**src/rtl/mac_neuron.sv**
```systemverilog
// Multiply-accumulate neuron: bias plus sequential weighted sum, then a hard-sigmoid activation.
// Define MAC_NEURON_SAT_EN to saturate the shifted sum to WIDTH bits; by default it wraps.
module mac_neuron #(
    parameter int NUM   = 2,
    parameter int WIDTH = 16,
    parameter int FRAC  = 8
) (
    input  logic                   clk,
    input  logic                   rst,
    input  logic                   i_valid,
    output logic                   o_ready,
    input  logic [NUM*WIDTH-1:0]   i_k,
    input  logic                   i_wr,
    input  logic [NUM*WIDTH-1:0]   i_w,
    input  logic [WIDTH-1:0]       i_b,
    output logic                   o_valid,
    input  logic                   i_ready,
    output logic [WIDTH-1:0]       o_z,
    output logic [WIDTH-1:0]       o_a,
    output logic [NUM*WIDTH-1:0]   o_w,
    output logic [WIDTH-1:0]       o_b,
    output logic                   o_wr_err
);

    localparam int ACC_W = 2*WIDTH + $clog2(NUM+1);
    localparam int IDX_W = (NUM > 1) ? $clog2(NUM) : 1;
    localparam logic [IDX_W-1:0] LAST_IDX = IDX_W'(NUM-1);

    localparam logic signed [ACC_W-1:0] ZMAX = {{(ACC_W-WIDTH+1){1'b0}}, {(WIDTH-1){1'b1}}};
    localparam logic signed [ACC_W-1:0] ZMIN = {{(ACC_W-WIDTH+1){1'b1}}, {(WIDTH-1){1'b0}}};
    localparam logic signed [WIDTH:0]   HALF = {{(WIDTH+1-FRAC){1'b0}}, 1'b1, {(FRAC-1){1'b0}}};
    localparam logic signed [WIDTH:0]   ONE  = {{(WIDTH-FRAC){1'b0}}, 1'b1, {FRAC{1'b0}}};
    localparam logic [WIDTH-1:0]        ONE_Z = {{(WIDTH-FRAC-1){1'b0}}, 1'b1, {FRAC{1'b0}}};

    typedef enum logic [1:0] {IDLE, MAC, ACT, DONE} state_t;

    state_t                    state_q, state_d;
    logic [IDX_W-1:0]          idx_q, idx_d;
    logic signed [ACC_W-1:0]   acc_q, acc_d;
    logic [NUM*WIDTH-1:0]      k_q, k_d;
    logic [NUM*WIDTH-1:0]      opw_q, opw_d;
    logic [NUM*WIDTH-1:0]      w_q, w_d;
    logic [WIDTH-1:0]          b_q, b_d;
    logic [WIDTH-1:0]          z_q, z_d;
    logic [WIDTH-1:0]          a_q, a_d;
    logic                      wr_err_q, wr_err_d;

    logic signed [WIDTH-1:0]   k_arr [NUM];
    logic signed [WIDTH-1:0]   w_arr [NUM];

    // The operation works on a snapshot of the weights taken at accept, so a
    // write landing on the accept edge only affects later vectors.
    for (genvar gi = 0; gi < NUM; gi++) begin : g_unpack
        assign k_arr[gi] = k_q[gi*WIDTH +: WIDTH];
        assign w_arr[gi] = opw_q[gi*WIDTH +: WIDTH];
    end

    logic signed [2*WIDTH-1:0] prod;
    logic signed [ACC_W-1:0]   prod_ext;
    logic signed [ACC_W-1:0]   bias_ext;
    logic signed [ACC_W-1:0]   sh;
    logic signed [WIDTH-1:0]   z_sel;
    logic signed [WIDTH:0]     a_pre;
    logic [WIDTH-1:0]          a_sel;

    assign prod     = k_arr[idx_q] * w_arr[idx_q];
    assign prod_ext = {{(ACC_W-2*WIDTH){prod[2*WIDTH-1]}}, prod};
    assign bias_ext = {{(ACC_W-WIDTH-FRAC){b_q[WIDTH-1]}}, b_q, {FRAC{1'b0}}};
    assign sh       = acc_q >>> FRAC;

    always_comb begin
`ifdef MAC_NEURON_SAT_EN
        if (sh > ZMAX) begin
            z_sel = {1'b0, {(WIDTH-1){1'b1}}};
        end else if (sh < ZMIN) begin
            z_sel = {1'b1, {(WIDTH-1){1'b0}}};
        end else begin
            z_sel = sh[WIDTH-1:0];
        end
`else
        z_sel = sh[WIDTH-1:0];
`endif
    end

    // One spare bit keeps z/4 + 0.5 from overflowing before the clamp.
    always_comb begin
        a_pre = ($signed({z_sel[WIDTH-1], z_sel}) >>> 2) + HALF;
        if (a_pre[WIDTH]) begin
            a_sel = '0;
        end else if (a_pre > ONE) begin
            a_sel = ONE_Z;
        end else begin
            a_sel = a_pre[WIDTH-1:0];
        end
    end

    always_comb begin
        state_d  = state_q;
        idx_d    = idx_q;
        acc_d    = acc_q;
        k_d      = k_q;
        opw_d    = opw_q;
        w_d      = w_q;
        b_d      = b_q;
        z_d      = z_q;
        a_d      = a_q;
        wr_err_d = 1'b0;
        o_ready  = (state_q == IDLE);
        o_valid  = (state_q == DONE);
        case (state_q)
            IDLE: begin
                if (i_wr) begin
                    w_d = i_w;
                    b_d = i_b;
                end
                if (i_valid) begin
                    k_d     = i_k;
                    opw_d   = w_q;
                    acc_d   = bias_ext;
                    idx_d   = '0;
                    state_d = MAC;
                end
            end
            MAC: begin
                acc_d = acc_q + prod_ext;
                idx_d = idx_q + IDX_W'(1);
                if (idx_q == LAST_IDX) begin
                    state_d = ACT;
                end
            end
            ACT: begin
                z_d     = z_sel;
                a_d     = a_sel;
                state_d = DONE;
            end
            DONE: begin
                if (i_ready) begin
                    state_d = IDLE;
                end
            end
            default: state_d = IDLE;
        endcase
        if (i_wr && state_q != IDLE) begin
            wr_err_d = 1'b1;
        end
    end

    always_ff @(posedge clk) begin
        if (rst) begin
            state_q  <= IDLE;
            idx_q    <= '0;
            acc_q    <= '0;
            k_q      <= '0;
            opw_q    <= '0;
            w_q      <= '0;
            b_q      <= '0;
            z_q      <= '0;
            a_q      <= '0;
            wr_err_q <= 1'b0;
        end else begin
            state_q  <= state_d;
            idx_q    <= idx_d;
            acc_q    <= acc_d;
            k_q      <= k_d;
            opw_q    <= opw_d;
            w_q      <= w_d;
            b_q      <= b_d;
            z_q      <= z_d;
            a_q      <= a_d;
            wr_err_q <= wr_err_d;
        end
    end

    assign o_z      = z_q;
    assign o_a      = a_q;
    assign o_w      = w_q;
    assign o_b      = b_q;
    assign o_wr_err = wr_err_q;

endmodule

```
**config.mk**
```make
export PLATFORM = sky130hd
export DESIGN_NAME = mac_neuron
export DESIGN_NICKNAME = d
export VERILOG_FILES = /design/src/rtl/mac_neuron.sv
export SDC_FILE = /design/constraint.sdc
export NUM_CORES = 1
export LEC_CHECK = 0
export BUFFER_PORTS_ARGS = -buffer_cell sky130_fd_sc_hd__buf_2
export CAP_MARGIN = 40
export CORE_ASPECT_RATIO = 1.4
export CORE_MARGIN = 1
export CORE_UTILIZATION = 40
export CTS_BUF_LIST = sky130_fd_sc_hd__clkbuf_16
export CTS_CLUSTER_DIAMETER = 50
export DETAILED_ROUTE_END_ITERATION = 16
export PLACE_DENSITY = 0.63
export REMOVE_ABC_BUFFERS = 1
export SETUP_SLACK_MARGIN = 0.2
export SLEW_MARGIN = 20
export SYNTH_ARGS = -nofsm -noshare
export SYNTH_HDL_FRONTEND = slang
export SYNTH_SLANG_ARGS = --single-unit
```
**constraint.sdc**
```tcl
create_clock -name clk -period 7.97 [get_ports clk]
set_clock_uncertainty 0.1 [all_clocks]
set_input_delay 0 -clock clk [delete_from_list [all_inputs] [get_ports clk]]
set_output_delay 0 -clock clk [all_outputs]
set_load 0.03 [all_outputs]
```
==> run_results.csv <==
group,metric,value,unit
status,status,"complete, no violations",
clock_tree,root_buffer,"clkbuf_16",
floorplan,start_util,40.5,%
final_layout,layout_common_cells,"inv_1, nand2_1, fa_1",
final_layout,final_nets,2433,
final_layout,final_util,50.0,%
synth,synth_xor_area_share,2.59,%
job,cap_violations,0,
power,static-leakage-power,8.72,nW
synth,synth-edff-count,0,
critical_path,endpoint_kind,"flip-flop",
synth,synth-compound-area-share,8.66,%
grt,grt_overflow_total,0,
synth,synth.distinct_cells,54,
power,clkPwrFrac,21.8,%
critical_path,reg2reg_slack,0.77,ns
worst_hold_path,min_path_type,"primary input to flip-flop",
timing,fmaxAchievable,139,MHz
final_layout,area_growth,23.4,%
power,power_density,210,nW/um^2
grt,grt_start_max_net_pins,72,
floorplan,dieArea,37900,sq um
floorplan,die_x,165,um
critical_path,ff2ff_path_depth,21,
worst_hold_path,holdPathStages,5,
floorplan,die_h,230,um
detailed_routing,drc,0,
timing,finalCritPeriodShare,90.4,%
timing,setup_viol,0,
power,switchingPower,1.72,mW
grt,grt_pass1_wl,67.0,mm
detailed_routing,drt_iter0_drc,575,
synth,ys.flop_type,"dfxtp_1",
final_layout,fin_area,18300,sq um
worst_hold_path,hp-start,"i_valid",
clock_tree,hold_buffers,143,
critical_path,crit_fanout,24,
timing,finalWorstSetupSlack,0.768,ns
detailed_routing,routed-via-count,12500,
synth,synth_mux_area_share,4.86,%
grt,antenna_found_initial,0,
detailed_routing,detail_route.wirelength,41.4,mm
detailed_routing,via_per_inst,4.93,
timing,period_needed,7.20,ns
clock_tree,cts_max_level,4,
power,comb_power_share,48.1,%
final_layout,nFillCells,3472,
synth,async_flop_share,0,%
critical_path,start_kind,"flip-flop",
power,p_int,2.14,mW
detailed_routing,wl_per_cell,16.4,um
critical_path,r2r_end,"acc_q[22]",
synth,synth-simple-area-share,15.1,%
timing,relSlewSlack,44.9,%
power,p_sw_share,44.6,%
detailed_routing,drt_first_pass_iters,5,
grt,grt_pass1_vias,12900,
floorplan,fp-row-count,83,
placed_design,io_buffer_count,165,
synth,synth-seq-area-share,22.9,%
placed_design,routabilityCongestion,0.915,
final_layout,multi_input_area,9910,sq um
timing,tns,0,ns
timing,rsz0062_at_grt,"no",
synth,synthAdderAreaFrac,35.4,%
synth,synth_area,14900,sq um
final_layout,diodes,0,
clock_tree,worstSkewPairLatency,0.46,ns
synth,syn_inst,1761,
placed_design,dp.cells,2356,
timing,hold_ws,0.163,ns
synth,synth_top_family_by_area,"adder cells",
clock_tree,postCtsSetupBuffers,0,
timing,hold_viol_final,0,
placed_design,dp_worst_setup_slack,0.749,ns
clock_tree,cts_buffers,17,
critical_path,crit_type,"flip-flop to flip-flop",
power,p_total,3.85,mW
final_layout,layout-drive-gt1-share,13.4,%
critical_path,required,8.20,ns
floorplan,core_area,36700,sq um
critical_path,r2r_start,"idx_q",
final_layout,final_common_cell,"inv_1",
synth,ys_ff_latch,170,
power,power_frac_seq,30.1,%
critical_path,arrival,7.44,ns
grt,globalRouteTotalUtil,23.1,%
placed_design,dpl_cell_area,16300,sq um
timing,tightest_slew,0.804,ns
worst_hold_path,holdPathEnd,"opw_q[16]",
clock_tree,cts_sinks,170,
synth,yosysWarnings,0,
clock_tree,clk_path_buf_depth,2,
detailed_routing,antenna_left,0,
timing,report.final.slew_viol_count,0,
floorplan,pin_count,168,
clock_tree,clkTransAtPathRegs,0.07,ns
clock_tree,cts_resized,0,
placed_design,hpwl,31.9,mm
synth,avgSynthCellArea,8.44,sq um
final_layout,ff_latch_area,3400,sq um
final_layout,finalNonFillerCells,2533,
power,ir_worst_vdd,153,uV
clock_tree,cts_tree,"yes",
==> power by group through the flow <==
stage | logic (mW) | clock network [mW] | registers (mW)
2_1_floorplan | 1.06 | 0 | 1.25
3_3_place_gp | 1.67 | 0 | 1.18
3_5_place_dp | 1.72 | 0 | 1.18
4_1_cts | 1.85 | 0.866 | 1.16
5_1_grt | 2.06 | 0.893 | 1.18
6_report | 1.85 | 0.840 | 1.16
==> flip-flops by register name, summed over array words and instances (netlist names) <==
register  cells
o_a          14
acc_q        24
o_wr_err      1
o_b          16
k_q          32
state_q       2
o_z          16
o_w          32
opw_q        32
idx_q         1
==> Yosys cell counts (6+ instances only) <==
library cell  count  area, sq um
nand3_1           8         40.0
and2_1            8         50.1
mux2i_1          43          430
clkbuf_1         61          229
xnor2_1          31          272
mux2_2           21          236
a22o_1            6         52.6
fa_1            209         4180
xor2_1           13          114
a21oi_1         145          726
a21o_1            9         67.6
and3_1            6         37.5
o21ai_0          10         50.1
nand2b_1          7         43.8
dfxtp_1         170         3400
nor2_1          179          672
nand2_1         328         1230
ha_1             86         1080
a211oi_1         12         90.1
buf_1             6         22.5
inv_1           329         1230
==> kinds of logic (layout without fill, tap and decap cells) <==
family                     after synthesis  after routing
buffers and inverters                  406            710
DFF                                    170            170
muxes                                   68             68
xor gates and xnor gates                44             44
AOI/OAI and AO/OA                      216            216
and+or+nand+nor                        561            561
adders and majority gates              295            295
other                                    1              2
==> final cells by class <==
cell class,instances,area share [%]
Tap cell,467,3.19
Inverter,330,6.75
Clock buffer,17,2.32
Multi-Input combinational cell,1186,54.0
Timing Repair Buffer,348,14.3
Sequential cell,170,18.6
Clock inverter,15,0.819
==> worst max path at each step <==
stage	startpoint	end	depth (start not counted)
floorplan	idx_q	acc_q[21]	21
global placement	idx_q	acc_q[22]	21
detailed placement	idx_q	acc_q[21]	21
CTS	idx_q	acc_q[21]	21
global route	idx_q	acc_q[21]	21
finish	idx_q	acc_q[22]	21
==> routing by layer <==
metal | GRT usage (%) | vias up | part of all wire, %
li1 | - | 5970 | -
met1 | 26.0 | 6117 | 38
met2 | 42.0 | 314 | 54
met3 | 2.67 | 93 | 3.4
met4 | 11.7 | 0 | 4.6
met5 | 0 | - | 0
==> critical path: stages, from the launching register on <==
cell,delay [ns]
dfxtp_2,0.81
mux2i_1,0.76
nor2_1,0.13
fa_1,0.51
inv_1,0.06
fa_1,0.56
fa_1,0.46
fa_1,0.57
inv_1,0.07
fa_1,0.53
inv_1,0.05
fa_1,0.53
inv_1,0.04
ha_1,0.35
a21o_1,0.22
a21oi_1,0.16
o221ai_1,0.17
a31oi_1,0.33
nor2_1,0.09
a311oi_1,0.32
xor2_1,0.17
o22ai_1,0.09
(Power assumes the default switching activity.)
